==> src/rtl/muldiv_unit.sv <==
// muldiv_unit: iterative multiply/divide unit with architectural HI/LO registers.
// Multiply uses radix-2 shift-add and divide uses restoring division.
// Both take WIDTH iteration cycles plus one sign-fix cycle.
// busy/done let the control unit stall HI/LO readers and new mul/div requests.
module muldiv_unit #(
  parameter int WIDTH = 32
) (
  input  logic             clk,
  input  logic             reset,
  input  logic             start,
  input  logic [2:0]       op,
  input  logic [WIDTH-1:0] a,
  input  logic [WIDTH-1:0] b,
  output logic             busy,
  output logic             done,
  output logic             div_by_zero,
  output logic [WIDTH-1:0] hi,
  output logic [WIDTH-1:0] lo
);

  localparam int CNT_W = $clog2(WIDTH) + 1;

  localparam logic [2:0] OP_MULT  = 3'd0;
  localparam logic [2:0] OP_MULTU = 3'd1;
  localparam logic [2:0] OP_DIV   = 3'd2;
  localparam logic [2:0] OP_DIVU  = 3'd3;
  localparam logic [2:0] OP_MTHI  = 3'd4;
  localparam logic [2:0] OP_MTLO  = 3'd5;

  localparam logic [CNT_W-1:0]   CNT_LOAD = CNT_W'(WIDTH);
  localparam logic [CNT_W-1:0]   CNT_ONE  = {{(CNT_W-1){1'b0}}, 1'b1};
  localparam logic [WIDTH-1:0]   ZERO_W   = {WIDTH{1'b0}};
  localparam logic [WIDTH-1:0]   ONES_W   = {WIDTH{1'b1}};
  localparam logic [WIDTH-1:0]   ONE_W    = {{(WIDTH-1){1'b0}}, 1'b1};
  localparam logic [2*WIDTH-1:0] ONE_2W   = {{(2*WIDTH-1){1'b0}}, 1'b1};

  typedef enum logic [1:0] {
    ST_IDLE = 2'd0,
    ST_RUN  = 2'd1,
    ST_FIX  = 2'd2
  } state_e;

  // Two's-complement negation of a WIDTH-bit value.
  function automatic logic [WIDTH-1:0] neg_w(input logic [WIDTH-1:0] v);
    return (~v) + ONE_W;
  endfunction

  // Two's-complement negation of a 2*WIDTH-bit value.
  function automatic logic [2*WIDTH-1:0] neg_2w(input logic [2*WIDTH-1:0] v);
    return (~v) + ONE_2W;
  endfunction

  // Unsigned magnitude; MIN maps to 2^(WIDTH-1), which is exact as an unsigned value.
  function automatic logic [WIDTH-1:0] mag_w(input logic [WIDTH-1:0] v, input logic is_neg);
    return is_neg ? neg_w(v) : v;
  endfunction

  state_e             state_q, state_d;
  logic [CNT_W-1:0]   cnt_q, cnt_d;
  logic               is_div_q, is_div_d;
  logic               neg_res_q, neg_res_d;   // product / quotient must be negated
  logic               neg_rem_q, neg_rem_d;   // remainder must be negated (dividend sign)
  logic               dz_pend_q, dz_pend_d;   // latched divisor-is-zero flag
  // Multiply: {partial product, multiplier}. Divide: lower half holds dividend
  // bits shifting out at the top and quotient bits shifting in at the bottom.
  logic [2*WIDTH-1:0] acc_q, acc_d;
  logic [WIDTH:0]     rem_q, rem_d;           // partial remainder
  logic [WIDTH-1:0]   opnd_q, opnd_d;         // multiplicand magnitude or divisor magnitude
  logic [WIDTH-1:0]   a_raw_q, a_raw_d;       // raw dividend, returned in HI on divide by zero
  logic [WIDTH-1:0]   hi_q, hi_d;
  logic [WIDTH-1:0]   lo_q, lo_d;
  logic               busy_q, busy_d;
  logic               done_q, done_d;
  logic               dz_q, dz_d;

  logic               op_signed_s;
  logic               a_neg_s;
  logic               b_neg_s;
  logic [WIDTH-1:0]   a_mag_s;
  logic [WIDTH-1:0]   b_mag_s;
  logic [WIDTH:0]     mul_sum_s;
  logic [2*WIDTH-1:0] mul_acc_s;
  logic [WIDTH+1:0]   div_trial_s;
  logic               div_ge_s;
  logic [WIDTH:0]     div_rem_s;
  logic [WIDTH-1:0]   div_quo_s;
  logic [2*WIDTH-1:0] prod_fix_s;
  logic [WIDTH-1:0]   quo_fix_s;
  logic [WIDTH-1:0]   rem_fix_s;

  // Operand conditioning at accept time: signs and magnitudes of a and b.
  always_comb begin
    op_signed_s = (op == OP_MULT) || (op == OP_DIV);
    a_neg_s     = op_signed_s & a[WIDTH-1];
    b_neg_s     = op_signed_s & b[WIDTH-1];
    a_mag_s     = mag_w(a, a_neg_s);
    b_mag_s     = mag_w(b, b_neg_s);
  end

  // One iteration step of each algorithm, plus the sign-corrected final results.
  always_comb begin
    // Shift-add: conditionally add multiplicand to the upper half, then shift the
    // whole accumulator right so the carry lands in the top bit.
    if (acc_q[0]) begin
      mul_sum_s = {1'b0, acc_q[2*WIDTH-1:WIDTH]} + {1'b0, opnd_q};
    end else begin
      mul_sum_s = {1'b0, acc_q[2*WIDTH-1:WIDTH]};
    end
    mul_acc_s = {mul_sum_s, acc_q[WIDTH-1:1]};

    // Restoring step: shift next dividend bit into the remainder and trial-subtract
    // the divisor; a clear sign bit means the subtraction is kept.
    div_trial_s = {rem_q, acc_q[WIDTH-1]} - {2'b00, opnd_q};
    div_ge_s    = ~div_trial_s[WIDTH+1];
    if (div_ge_s) begin
      div_rem_s = div_trial_s[WIDTH:0];
    end else begin
      div_rem_s = {rem_q[WIDTH-1:0], acc_q[WIDTH-1]};
    end
    div_quo_s = {acc_q[WIDTH-2:0], div_ge_s};

    prod_fix_s = neg_res_q ? neg_2w(acc_q) : acc_q;
    quo_fix_s  = neg_res_q ? neg_w(acc_q[WIDTH-1:0]) : acc_q[WIDTH-1:0];
    rem_fix_s  = neg_rem_q ? neg_w(rem_q[WIDTH-1:0]) : rem_q[WIDTH-1:0];
  end

  // Next-state logic for the IDLE/RUN/FIX sequencer and all datapath registers.
  always_comb begin
    state_d   = state_q;
    cnt_d     = cnt_q;
    is_div_d  = is_div_q;
    neg_res_d = neg_res_q;
    neg_rem_d = neg_rem_q;
    dz_pend_d = dz_pend_q;
    acc_d     = acc_q;
    rem_d     = rem_q;
    opnd_d    = opnd_q;
    a_raw_d   = a_raw_q;
    hi_d      = hi_q;
    lo_d      = lo_q;
    busy_d    = busy_q;
    done_d    = 1'b0;
    dz_d      = 1'b0;

    case (state_q)
      ST_IDLE: begin
        if (start) begin
          case (op)
            OP_MULT, OP_MULTU, OP_DIV, OP_DIVU: begin
              is_div_d  = op[1];
              neg_res_d = a_neg_s ^ b_neg_s;
              neg_rem_d = a_neg_s;
              dz_pend_d = op[1] & (b == ZERO_W);
              a_raw_d   = a;
              rem_d     = {(WIDTH+1){1'b0}};
              cnt_d     = CNT_LOAD;
              busy_d    = 1'b1;
              state_d   = ST_RUN;
              if (op[1]) begin
                opnd_d = b_mag_s;
                acc_d  = {ZERO_W, a_mag_s};
              end else begin
                opnd_d = a_mag_s;
                acc_d  = {ZERO_W, b_mag_s};
              end
            end
            OP_MTHI: hi_d = a;
            OP_MTLO: lo_d = a;
            default: begin
              state_d = ST_IDLE;
            end
          endcase
        end else begin
          state_d = ST_IDLE;
        end
      end

      ST_RUN: begin
        cnt_d = cnt_q - CNT_ONE;
        if (is_div_q) begin
          acc_d = {ZERO_W, div_quo_s};
          rem_d = div_rem_s;
        end else begin
          acc_d = mul_acc_s;
        end
        if (cnt_q == CNT_ONE) begin
          state_d = ST_FIX;
        end else begin
          state_d = ST_RUN;
        end
      end

      ST_FIX: begin
        if (!is_div_q) begin
          hi_d = prod_fix_s[2*WIDTH-1:WIDTH];
          lo_d = prod_fix_s[WIDTH-1:0];
        end else if (dz_pend_q) begin
          hi_d = a_raw_q;
          lo_d = ONES_W;
        end else begin
          hi_d = rem_fix_s;
          lo_d = quo_fix_s;
        end
        dz_d    = is_div_q & dz_pend_q;
        done_d  = 1'b1;
        busy_d  = 1'b0;
        state_d = ST_IDLE;
      end

      default: begin
        busy_d  = 1'b0;
        state_d = ST_IDLE;
      end
    endcase
  end

  // State and output registers; synchronous reset discards any operation in flight.
  always_ff @(posedge clk) begin
    if (reset) begin
      state_q   <= ST_IDLE;
      cnt_q     <= {CNT_W{1'b0}};
      is_div_q  <= 1'b0;
      neg_res_q <= 1'b0;
      neg_rem_q <= 1'b0;
      dz_pend_q <= 1'b0;
      acc_q     <= {(2*WIDTH){1'b0}};
      rem_q     <= {(WIDTH+1){1'b0}};
      opnd_q    <= ZERO_W;
      a_raw_q   <= ZERO_W;
      hi_q      <= ZERO_W;
      lo_q      <= ZERO_W;
      busy_q    <= 1'b0;
      done_q    <= 1'b0;
      dz_q      <= 1'b0;
    end else begin
      state_q   <= state_d;
      cnt_q     <= cnt_d;
      is_div_q  <= is_div_d;
      neg_res_q <= neg_res_d;
      neg_rem_q <= neg_rem_d;
      dz_pend_q <= dz_pend_d;
      acc_q     <= acc_d;
      rem_q     <= rem_d;
      opnd_q    <= opnd_d;
      a_raw_q   <= a_raw_d;
      hi_q      <= hi_d;
      lo_q      <= lo_d;
      busy_q    <= busy_d;
      done_q    <= done_d;
      dz_q      <= dz_d;
    end
  end

  assign busy        = busy_q;
  assign done        = done_q;
  assign div_by_zero = dz_q;
  assign hi          = hi_q;
  assign lo          = lo_q;

endmodule

==> config.mk <==
export PLATFORM = sky130hd
export DESIGN_NAME = muldiv_unit
export DESIGN_NICKNAME = d
export VERILOG_FILES = /design/src/rtl/muldiv_unit.sv
export SDC_FILE = /design/constraint.sdc
export NUM_CORES = 1
export LEC_CHECK = 0
export CAP_MARGIN = 10
export CELL_PAD_IN_SITES_DETAIL_PLACEMENT = 0
export CELL_PAD_IN_SITES_GLOBAL_PLACEMENT = 1
export CORE_MARGIN = 2
export CORE_UTILIZATION = 48
export CTS_BUF_LIST = sky130_fd_sc_hd__clkbuf_8 sky130_fd_sc_hd__clkbuf_16
export CTS_CLUSTER_SIZE = 8
export DETAILED_ROUTE_END_ITERATION = 6
export DONT_BUFFER_PORTS = 1
export PLACE_DENSITY_LB_ADDON = 0.1
export SLEW_MARGIN = 20
export SYNTH_ARGS = -nofsm -noshare
export SYNTH_HDL_FRONTEND = slang
export SYNTH_SLANG_ARGS = --single-unit
==> constraint.sdc <==
create_clock -name clk -period 4 [get_ports clk]
set_input_delay 0.6 -clock clk [delete_from_list [all_inputs] [get_ports clk]]
set_output_delay 0.6 -clock clk [all_outputs]
set_load 0.005 [all_outputs]
* Word level (Yosys, flattened, before mapping)
Index checks and enable logic that the tools add are counted.
** Word-level totals
- Logic and storage cells :: 103
- Output and inout bits :: 67
- Input bits :: 70
- Bits in registers :: 240
** Operators by class
- Bitwise operators :: 13
- Mux-type cells :: 38
- Add/sub/neg operators :: 8
- Equal/unequal tests :: 14
- Reductions and logical operators :: 15
** Operators by type and width (count)
- $mux 32 :: 14
- $mux 64 :: 4
- $mux 33 :: 5
- $add 32x1->32 const B :: 4
- $not 32->32 :: 4
- $pmux 32 s2 :: 2
- $pmux 64 s2 :: 1
- $pmux 33 s2 :: 1
- $add 64x1->64 const B :: 1
- $not 64->64 :: 1
- $sub 34x32->34 :: 1
- $add 32x32->33 :: 1
- $logic_not 32->1 :: 1
- $reduce_and 3->1 :: 5
- $mux 6 :: 2
- $pmux 6 s2 :: 1
- $pmux 2 s2 :: 2
- $eq 3x2->1 const B :: 2
- $eq 3x3->1 const B :: 2
- $eq 6x1->1 const B :: 1
- $ne 2x1->1 const B :: 3
- $sub 6x1->6 const B :: 1
- $and 1x1->1 :: 4
- $mux 2 :: 2
- other kinds (16) :: 23

* Logic depth before layout (Yosys ltp)
- Depth after elaboration :: 8
- Mapped depth :: 14

* Worst setup path before layout
No wires, ideal clock.
- Path kind :: reg2reg
- Start point :: reg acc_q[31]
- End point :: reg rem_q[20]
- Clock period less this slack :: 3589 ps
- Setup time :: 128 ps
- Data arrival time :: 3461 ps
- Stages on the path, launching flop included :: 14
- Buffers on the path :: 3
- Setup slack :: 411 ps
- Required time :: 3872 ps
- Cells stage by stage :: dfxtp_1 > clkbuf_1 > inv_1 > ha_1 > nand2b_1 > a2111oi_0 > nor3_1 > or4_1 > a21o_1 > a211oi_1 > clkbuf_1 > buf_2 > mux2i_1 > o21ai_0
** Between the ends
- Word-level cells in the longest chain between the ends :: 4
** Ends and longest elaborated chain
- start: declaration :: RTL line 66 : logic [2*WIDTH-1:0] acc_q, acc_d;
- start signal: assignment :: RTL line 226 : acc_q <= {(2*WIDTH){1'b0}};
- $sub 34x32->34 :: RTL line 113 : div_trial_s = {rem_q, acc_q[WIDTH-1]} - {2'b00, opnd_q};
- $mux 33 :: RTL line 115 : if (div_ge_s) begin
- $mux 33 :: RTL line 180 : if (is_div_q) begin
- $pmux 33 s2 :: RTL line 145 : case (state_q)
- end signal: assignment :: RTL line 227 : rem_q <= {(WIDTH+1){1'b0}};
- end signal: assignment :: RTL line 243 : rem_q <= rem_d;
- end: declaration :: RTL line 67 : logic [WIDTH:0] rem_q, rem_d;
No other way between the ends. The select of a mux whose other input is x is not followed.
A chain may end at the register's enable or synchronous reset.

* Worst setup path in the final report
- Start point :: reg acc_q[33]
- End point :: reg hi_q[27], in the netlist hi[27]
** Between the ends
- Word-level cells in the longest chain between the ends :: 5
** Ends and longest elaborated chain
- $not 64->64 :: RTL line 50 : return (~v) + ONE_2W;
- $add 64x1->64 :: RTL line 50
- $mux 64 :: RTL line 122 : prod_fix_s = neg_res_q ? neg_2w(acc_q) : acc_q;
- $mux 32 :: RTL line 194 : if (!is_div_q) begin
- $pmux 32 s2 :: RTL line 145
- end signal: assignment :: RTL line 246 : hi_q <= hi_d;
- end: declaration :: RTL line 70 : logic [WIDTH-1:0] hi_q, hi_d;
No other way between the ends.

==> metrics <==
CP required 4.42 ns; crit-path max FO 8; clock sink count 240; RSZ-0062 raised after global routing no; Core Area 35,660 um2; sequential share of the synthesized area 27.52%; crit-path most repeated cell or3_1; antenna violations before repair 2; CP bufs+invs 0; die footprint 37,910 um2; Root Buffer clkbuf_16; DRT iter0 DRCs 1,474; MaxCap Viol Count 0; Synth Net Count 2,495; period utilisation layout 92.74%; syn_area_per_cell 7.418 um2; # IOs 137; # fillers 3,534; GRT Residual Overflow 0; Final Critical Period 3.709 ns; setup violators final 0; Die W 194.7 um; total power 6.711 mW; gr usage total 35.33%; postcts setup bufs 0; PwrDens 354.0 nW/um2; hold crit path type input pin to flip-flop; status finished, final reports clean; DRT antenna net count 0; Synth cell types 71; Multi-input gate area 11,810 um2; synth top area cells dfxtp_1 (28%), nand2_1 (6.8%), xnor2_1 (6.5%); Final Net Count 2,434; warning count from the yosys run 0; Gates resized, CTS repair 0; Final Hold Fails 0; crit path kind flip-flop to flip-flop; Reg clk slew, reported paths 0.05 ns; drt wl/cell 24.62 um; Mapped Cells 2,353; Max Slew Vio Count 0; CTS tree built; global-route wire length before repair 102,100 um; Max transition margin 35.17%; CP Capture Type flip-flop; later-pin clock latency in the skew report 0.56 ns; Setup TNS 0 ns; Main synth FF type dfxtp_1; crit path DAT 4.13 ns; dpl hpwl 51,370 um; flop-to-flop setup slack 0.29 ns; antenna diode count 0; peak supply drop 0.0003035 V; Yosys top cell area share 27.52%; Cell Area, Synth 17,460 um2; vias post-DR 17,372; Layout Utilization 53.17%; # H-tree levels 2; Critical Path Start Type flip-flop; Pre-Repair DR Iteration Count 5; row cnt 69; drc violations 0; fin area 18,960 um2; fraction of layout cells with a size suffix above 1 6.261%; CTS Buf Count 36; CP max stage cell or4_1; largest net degree at the start of global routing 175; cell taking the most area after synthesis dfxtp_1; Initial Util 48.96%; worst path cell trace or4_1 -> or3_1 -> or3_1 -> or2_2 -> or3_1 -> o31ai_1 -> xor2_1 -> o221a_2 -> a2111oi_0; Die Span Y 194.7 um; ys async rst share 0%; Layout area overhead 8.616%; leakage 7.164 nW; Storage cell area 4807 um2; Top delay family on crit path simple AND/OR/NAND/NOR gates; Placer Congestion 0.9371; DP Area 17,970 um2; final wirelength 67,980 um; vias in the first global route 16,429; hold-fix buffers at CTS 0; Clock Path Buffers 3; Port Buffers 0; vias per cell 6.292; synthesis-stage register bit count 240; Clock Skews 0.01871 ns; Least-Margin Pin Slew 0.9724 ns; highest cell delay on the worst timing path 0.52 ns; Post-synth EDFFs 0; maximum clock frequency 0.2696 GHz
[synthesized netlist by cell type (all sizes together), types with 19 or more instances]
cell type    n
or3         24
mux2i      103
o31ai       35
ha          70
nor3        54
buf         19
a31oi       23
a21oi      218
a21o        30
o22ai       19
o221ai      35
xnor2      130
inv         67
xor2        73
clkbuf     149
o21ai      198
nand2      316
nand3       26
o41ai       20
nor4        20
nor2       214
a211oi      42
or4         26
dfxtp      240
[final timing paths]
path / from / endpoint / cells after the start
worst max-delay path: acc_q[33]$_SDFFE_PP0P_ / hi[27]$_SDFFE_PP0P_ / 9
worst min-delay path: reset / opnd_q[23]$_SDFFE_PP0P_ / 1
worst max register to register: acc_q[33]$_SDFFE_PP0P_ / hi[27]$_SDFFE_PP0P_ / 9
worst min register to register: hi[15]$_SDFFE_PP0P_ / hi[15]$_SDFFE_PP0P_ / 2
[layer usage]
metal,wire length (um),track usage [%],vias to the layer above
li1,-,-,8332
met5,0,0,-
met2,31740,58.50,676
met3,5094,5.744,143
met1,27580,44.30,8221
met4,3566,18.32,0
[report_power, final]
group          switching [mW]  internal [mW]  leakage, nW
clock network            1.15           1.65        0.504
registers               0.149           2.50         1.95
logic                   0.768          0.496         4.71
[flip-flops by register name, summed over array words and instances (netlist names)]
signal and flops:
a_raw_q 32, acc_q 64, busy 1, cnt_q 6, div_by_zero 1, done 1, dz_pend_q 1, hi 32
is_div_q 1, lo 32, neg_rem_q 1, neg_res_q 1, opnd_q 32, rem_q 33, state_q 2
[per-stage QoR]
stage | instances | setup WS [ns] | hold WS, ns
final | 2761 | 0.2905 | 0.1622
after global routing | 2761 | 0.04144 | 0.1500
after CTS | 2761 | 0.2650 | 0.1198
after detailed placement | 2715 | 0.3091 | 0.4457
after global placement | 2715 | 0.3672 | 0.4405
after floorplan | 2353 | 0.4110 | 0.4328
[area by class of cell]
cell class                 instances  area share (%)
inverter                          67           1.326
clock inverter                     8          0.2112
timing repair buffer              69           2.798
multi-input combinational       1878           62.31
clock buffer                      38           4.956
tap                              461           3.042
sequential                       240           25.35
[cell usage in the layout (no fill, tap or decap), types with 37 or more instances in the layout]
cell type and n:
nand2_1 316, dfxtp_1 238, a21oi_1 217, nor2_1 212
o21ai_0 196, xnor2_1 130, mux2i_1 103, inv_1 73
xor2_1 73, ha_1 70, buf_4 68, nor3_1 53
a211oi_1 41, clkbuf_16 37
[cell families after synthesis]
logic type / synth area share (%)
AO/OA/AOI/OAI: 26.23
flip-flops: 27.52
multiplexers: 5.906
AND/OR/NAND/NOR: 19.83
XOR/XNOR: 10.19
adder cells (fa/ha/maj): 5.247
buffers and inverters: 5.068
Note: power is estimated with default switching activity, not from simulation.
